`config.mk`:
```
export PLATFORM = sky130hd
export DESIGN_NAME = uart_receiver
export DESIGN_NICKNAME = d
export VERILOG_FILES = /design/src/rtl/uart_pkg.sv /design/src/rtl/uart_rx_sync.sv /design/src/rtl/uart_receiver.sv
export SDC_FILE = /design/constraint.sdc
export NUM_CORES = 1
export LEC_CHECK = 0
export ABC_AREA = 1
export BUFFER_PORTS_ARGS = -buffer_cell sky130_fd_sc_hd__buf_2
export CAP_MARGIN = 20
export CORE_ASPECT_RATIO = 0.5
export CORE_UTILIZATION = 55
export CTS_BUF_LIST = sky130_fd_sc_hd__clkbuf_8
export CTS_CLUSTER_SIZE = 28
export DETAILED_ROUTE_END_ITERATION = 12
export PLACE_DENSITY = 0.75
export SLEW_MARGIN = 20
export SYNTH_ARGS = -nofsm -noshare
export SYNTH_HDL_FRONTEND = slang
export SYNTH_SLANG_ARGS = --single-unit
```
`constraint.sdc`:
```
create_clock -name clk -period 4 [get_ports clk]
set_input_delay 0.4 -clock clk [delete_from_list [all_inputs] [get_ports clk]]
set_output_delay 0.4 -clock clk [all_outputs]
set_load 0.01 [all_outputs]
```
`src/rtl/uart_pkg.sv`:
```
// rtl/uart_pkg.sv - shared UART definitions for the receive and transmit paths
// Holds the FSM state encoding, the default oversampling ratio and the idle line level.
package uart_pkg;

    typedef enum logic [2:0] {
        ST_IDLE      = 3'd0,
        ST_START     = 3'd1,
        ST_DATA      = 3'd2,
        ST_PARITY    = 3'd3,
        ST_STOP      = 3'd4,
        ST_WAIT_IDLE = 3'd5
    } uart_state_t;

    localparam int   DEFAULT_OVERSAMPLE = 16;
    localparam logic LINE_IDLE          = 1'b1;

endpackage

```
`src/rtl/uart_rx_sync.sv`:
```
// rtl/uart_rx_sync.sv - two-flop synchronizer for an asynchronous single-bit input
// Ports: clk, rst (sync active-low), async_bit (raw input), sync_bit (synchronized output).
// RESET_VALUE sets both flops during reset so the output starts at a known line level.
module uart_rx_sync #(
    parameter logic RESET_VALUE = 1'b1
) (
    input  logic clk,
    input  logic rst,
    input  logic async_bit,
    output logic sync_bit
);

    logic meta_q;

    always_ff @(posedge clk) begin
        if (!rst) begin
            meta_q   <= RESET_VALUE;
            sync_bit <= RESET_VALUE;
        end else begin
            meta_q   <= async_bit;
            sync_bit <= meta_q;
        end
    end

endmodule

```
`src/rtl/uart_receiver.sv`:
```
// rtl/uart_receiver.sv - oversampling UART receiver with valid/ready byte output
// Ports: clk, rst (sync active-low), rx_sample_tick (OVERSAMPLE x baud pulse), rx_pin (async line),
//        rx_data/rx_valid/rx_ready (byte handshake), frame_err and overrun (1-clk pulses),
//        parity_err (1-clk pulse, only when UART_RX_PARITY_EN is defined).
// Optional feature macro: UART_RX_PARITY_EN adds an even-parity bit after the data bits.
module uart_receiver
    import uart_pkg::*;
#(
    parameter int DATA_BITS  = 8,
    parameter int OVERSAMPLE = DEFAULT_OVERSAMPLE
) (
    input  logic                 clk,
    input  logic                 rst,
    input  logic                 rx_sample_tick,
    input  logic                 rx_pin,
    output logic [DATA_BITS-1:0] rx_data,
    output logic                 rx_valid,
    input  logic                 rx_ready,
    output logic                 frame_err,
`ifdef UART_RX_PARITY_EN
    output logic                 overrun,
    output logic                 parity_err
`else
    output logic                 overrun
`endif
);

    localparam int SW = $clog2(OVERSAMPLE);
    localparam int BW = $clog2(DATA_BITS + 1);

    localparam logic [SW-1:0] SAMP_MID = SW'(OVERSAMPLE / 2 - 1);
    localparam logic [SW-1:0] SAMP_END = SW'(OVERSAMPLE - 1);
    localparam logic [BW-1:0] BIT_LAST = BW'(DATA_BITS - 1);

`ifdef UART_RX_PARITY_EN
    localparam uart_state_t AFTER_DATA = ST_PARITY;
`else
    localparam uart_state_t AFTER_DATA = ST_STOP;
`endif

    logic                 rx_s;
    uart_state_t          state_q, state_d;
    logic [SW-1:0]        samp_q, samp_d;
    logic [BW-1:0]        bit_q, bit_d;
    logic [DATA_BITS-1:0] shreg_q, shreg_d;
    logic [DATA_BITS-1:0] rx_data_d;
    logic                 rx_valid_d;
    logic                 frame_err_d;
    logic                 overrun_d;
    logic                 load_ok;
`ifdef UART_RX_PARITY_EN
    logic                 par_bad_q, par_bad_d;
    logic                 parity_err_d;
`endif

    uart_rx_sync #(
        .RESET_VALUE (LINE_IDLE)
    ) u_sync (
        .clk       (clk),
        .rst       (rst),
        .async_bit (rx_pin),
        .sync_bit  (rx_s)
    );

    always_ff @(posedge clk) begin
        if (!rst) begin
            state_q   <= ST_IDLE;
            samp_q    <= '0;
            bit_q     <= '0;
            shreg_q   <= '0;
            rx_data   <= '0;
            rx_valid  <= 1'b0;
            frame_err <= 1'b0;
            overrun   <= 1'b0;
`ifdef UART_RX_PARITY_EN
            par_bad_q  <= 1'b0;
            parity_err <= 1'b0;
`endif
        end else begin
            state_q   <= state_d;
            samp_q    <= samp_d;
            bit_q     <= bit_d;
            shreg_q   <= shreg_d;
            rx_data   <= rx_data_d;
            rx_valid  <= rx_valid_d;
            frame_err <= frame_err_d;
            overrun   <= overrun_d;
`ifdef UART_RX_PARITY_EN
            par_bad_q  <= par_bad_d;
            parity_err <= parity_err_d;
`endif
        end
    end

    always_comb begin
        state_d     = state_q;
        samp_d      = samp_q;
        bit_d       = bit_q;
        shreg_d     = shreg_q;
        rx_data_d   = rx_data;
        rx_valid_d  = rx_valid;
        frame_err_d = 1'b0;
        overrun_d   = 1'b0;
`ifdef UART_RX_PARITY_EN
        par_bad_d    = par_bad_q;
        parity_err_d = 1'b0;
`endif

        // A byte may load if the holding register is empty or being drained this very clk;
        // that makes accept-and-complete on the same clk a clean hand-over, not an overrun.
        load_ok = !rx_valid || rx_ready;
        if (rx_valid && rx_ready) begin
            rx_valid_d = 1'b0;
        end

        if (rx_sample_tick) begin
            case (state_q)
                ST_IDLE: begin
                    if (rx_s != LINE_IDLE) begin
                        state_d = ST_START;
                        samp_d  = '0;
                    end
                end
                ST_START: begin
                    if (samp_q == SAMP_MID) begin
                        if (rx_s == LINE_IDLE) begin
                            state_d = ST_IDLE;
                        end else begin
                            state_d = ST_DATA;
                            samp_d  = '0;
                            bit_d   = '0;
                        end
                    end else begin
                        samp_d = samp_q + SW'(1);
                    end
                end
                ST_DATA: begin
                    if (samp_q == SAMP_END) begin
                        shreg_d = {rx_s, shreg_q[DATA_BITS-1:1]};
                        samp_d  = '0;
                        bit_d   = bit_q + BW'(1);
                        if (bit_q == BIT_LAST) begin
                            state_d = AFTER_DATA;
                        end
                    end else begin
                        samp_d = samp_q + SW'(1);
                    end
                end
`ifdef UART_RX_PARITY_EN
                ST_PARITY: begin
                    if (samp_q == SAMP_END) begin
                        par_bad_d = (^shreg_q) ^ rx_s;
                        samp_d    = '0;
                        state_d   = ST_STOP;
                    end else begin
                        samp_d = samp_q + SW'(1);
                    end
                end
`endif
                ST_STOP: begin
                    if (samp_q == SAMP_END) begin
                        samp_d = '0;
                        if (rx_s == LINE_IDLE) begin
                            state_d = ST_IDLE;
                            if (load_ok) begin
                                rx_data_d  = shreg_q;
                                rx_valid_d = 1'b1;
`ifdef UART_RX_PARITY_EN
                                parity_err_d = par_bad_q;
`endif
                            end else begin
                                overrun_d = 1'b1;
                            end
                        end else begin
                            // Stop bit low: a held-low line (break) must not be re-read as
                            // back-to-back zero frames, so wait for the line to go idle.
                            frame_err_d = 1'b1;
                            state_d     = ST_WAIT_IDLE;
                        end
                    end else begin
                        samp_d = samp_q + SW'(1);
                    end
                end
                ST_WAIT_IDLE: begin
                    if (rx_s == LINE_IDLE) begin
                        state_d = ST_IDLE;
                    end
                end
                default: begin
                    state_d = ST_IDLE;
                end
            endcase
        end
    end

endmodule

```
==> impl_metrics.ini <==
[synth]
synth_seq_cells = 32
netlist.area_leader.share = 0.431
ys_types = 24
synth-edff-count = 0
yosysMostFrequentCell = nor2_1
synth_common_cells = 53 x nor2_1, 35 x nand2_1, 32 x dfxtp_1
yosysSeqAreaShare = 0.431
postSynthCellCount = 210
synth_warnings = 0
syn_area_per_cell_um2 = 7.08
yosys.area.top_type = dfxtp_1
netlist_top_cells_area = dfxtp_1 43%, nor2_1 13%, nand2_1 8.8%, o21ai_0 6.7%, nand3_1 4.7%
synthesis.nets = 217
netlist_area_um2 = 1490
async_flop_share = 0
synthFlopType = dfxtp_1

[cts]
tritoncts = yes
hold_buffers = 0
cts_inserted_buffers = 5
htreeDepth = 2
cts_root_buf = clkbuf_8
cts-resized-gates = 0
clk_pin_slew_ns = 0.07
clk_latency_ns = 0.29
clockBufferDepth = 2
post-cts-setup-buffer-count = 0
cts.sinks = 32

[timing]
fin_setup_tns_ns = 0
worst_slew_pin_slew_ns = 0.382
setup_viol = 0
setup_ws_ns = 2.46
post-route-period-util = 0.384
hold_viol = 0
finClkSkew_ns = 0.00531
fin_crit_ns = 1.54
fmax_mhz = 651
relSlewSlack = 0.745
slew_viol_final = 0
grt_setup_unrepaired = false

[place]
io_buffers = 15
place.gp.congestion = 0.864
hpwl_mm = 2.10
preCtsSetupSlack_ns = 2.48
dpl-instance-area_um2 = 1590

[route]
m1WireLength_mm = 1.43
top_layer = met4
first_pass_iters = 5
wl_met3_um = 176
wl_per_cell_um = 11.0
drcViolationCount = 0
vias_per_cell = 5.08
drt-initial-drc-count = 56
vias = 1346
routed-wl-met2_mm = 1.29
wl_mm = 2.92
ant_nets = 0

[power_and_ir_drop]
power.density_nw_per_um2 = 508
ir_worst_vdd_uv = 250
power.leakage_nw = 0.753
comb_power_share = 0.221
intPower_w = 0.000584
seq_power_share = 0.421
clockPowerShare = 0.358
switchingPower_w = 0.000281
sw_frac_of_total = 0.324

[global_routing]
grt_pass1_vias = 1112
track_usage = 0.237
grt_pass1_wl_mm = 4.82
antenna_found_initial = 0
grt-ovfl-total = 0
grt_start_max_net_pins = 26

[floorplanning]
dieArea_um2 = 2930
placement_rows = 12
chipHeight_um = 38.8
die-width_um = 75.5
ios = 16
core_region_area_um2 = 2390
start_util = 0.623

[critical_path]
cp_data_arrival_time_ns = 1.72
worstSetupStartpointType = register
r2r-end = rx_data[0]
end_kind = register
required_ns = 4.18
path_class = register to register
crit_fanout = 9
r2r_start = samp_q[0]
rrSetupSlack_ns = 2.46
ff2ff_path_depth = 6
endpoint = rx_data[0]
crit_start = samp_q[0]

[final_layout]
nFillCells = 188
antenna_cells = 0
area_growth_pct = 14.6
nets = 236
drive_gt1_frac = 0.187
fin_area_um2 = 1700

[run]
cap_violations = 0

[status]
status = finished clean

[min_path]
hold_path.class = primary input to register
[state kept, by name, indices dropped and copies added (netlist names)]
signal and flops:
u_sync.meta_q 1, u_sync.sync_bit 1, rx_data 8, bit_q 4, shreg_q 8, rx_valid 1
state_q 3, overrun 1, frame_err 1, samp_q 4
[cells by family (layout without fill, tap and decap cells)]
group / after synthesis / in the layout / synth area share
compound gates: 28 / 28 / 0.0943
fa+ha+maj: 2 / 2 / 0.0168
simple gates: 123 / 123 / 0.390
flops: 32 / 32 / 0.431
xor+xnor: 1 / 1 / 0.00589
buf+inv: 24 / 44 / 0.0623
[power groups by stage]
stage	combinational, W	clock [W]	sequential, W
after floorplan	0.000160	0	0.000364
after global placement	0.000187	0	0.000370
after detailed placement	0.000189	0	0.000370
after CTS	0.000191	0.000316	0.000363
after global routing	0.000220	0.000334	0.000367
final	0.000191	0.000310	0.000364
[final cells by class]
type                       instances  area [um2]  area share
timing repair buffer              15        75.1      0.0441
tap                               35        43.8      0.0257
clock inverter                     3        42.5      0.0250
inverter                          21        80.1      0.0470
multi-input combinational        154         753       0.442
clock buffer                       5        68.8      0.0404
sequential                        32         641       0.376
[metrics by stage]
stage	hold slack (ns)	cells	utilization	total power [W]
floorplan	0.393	210	-	0.000524
global placement	0.394	257	0.667	0.000557
detailed placement	0.401	257	0.667	0.000559
CTS	0.299	265	0.714	0.000870
global route	0.294	265	0.714	0.000921
finish	0.308	265	0.714	0.000865
[cells in the final DEF (no fill, tap or decap), drive strengths merged]
| cell | netlist | routed |
|---|---|---|
| a21oi | 8 | 8 |
| buf | 1 | 15 |
| bufinv | 0 | 1 |
| clkbuf | 2 | 5 |
| clkinv | 2 | 3 |
| clkinvlp | 0 | 1 |
| dfxtp | 32 | 32 |
| ha | 2 | 2 |
| inv | 19 | 19 |
| nand2 | 42 | 42 |
| nand3 | 16 | 16 |
| nand4 | 6 | 6 |
| nor2 | 56 | 56 |
| nor3 | 1 | 1 |
| o21ai | 20 | 20 |
| or2 | 2 | 2 |
| xnor2 | 1 | 1 |
[per-layer routing]
metal | global-route usage | vias to the layer above
met2 | 0.375 | 31
li1 | - | 711
met1 | 0.288 | 601
met3 | 0.117 | 3
met5 | 0 | -
met4 | 0.0648 | 0
[worst min-delay path by stage]
| stage | from | to | slack (ns) | depth (start not counted) |
|---|---|---|---|---|
| after floorplan | u_sync.meta_q | u_sync.sync_bit | 0.39 | 1 |
| after global placement | u_sync.meta_q | u_sync.sync_bit | 0.39 | 1 |
| after detailed placement | u_sync.meta_q | u_sync.sync_bit | 0.40 | 1 |
| after CTS | rx_pin | u_sync.meta_q | 0.30 | 2 |
| after global routing | rx_pin | u_sync.meta_q | 0.29 | 2 |
| final | rx_pin | u_sync.meta_q | 0.31 | 2 |
[worst max-delay path: stages, from the launching register on]
cell and delay, ns:
dfxtp_1 0.40, ha_1 0.26, nand3_2 0.14, nor2_4 0.20
nand4_4 0.16, o21ai_0 0.21, nor2_1 0.07
Note: power is estimated with default switching activity, not from simulation.
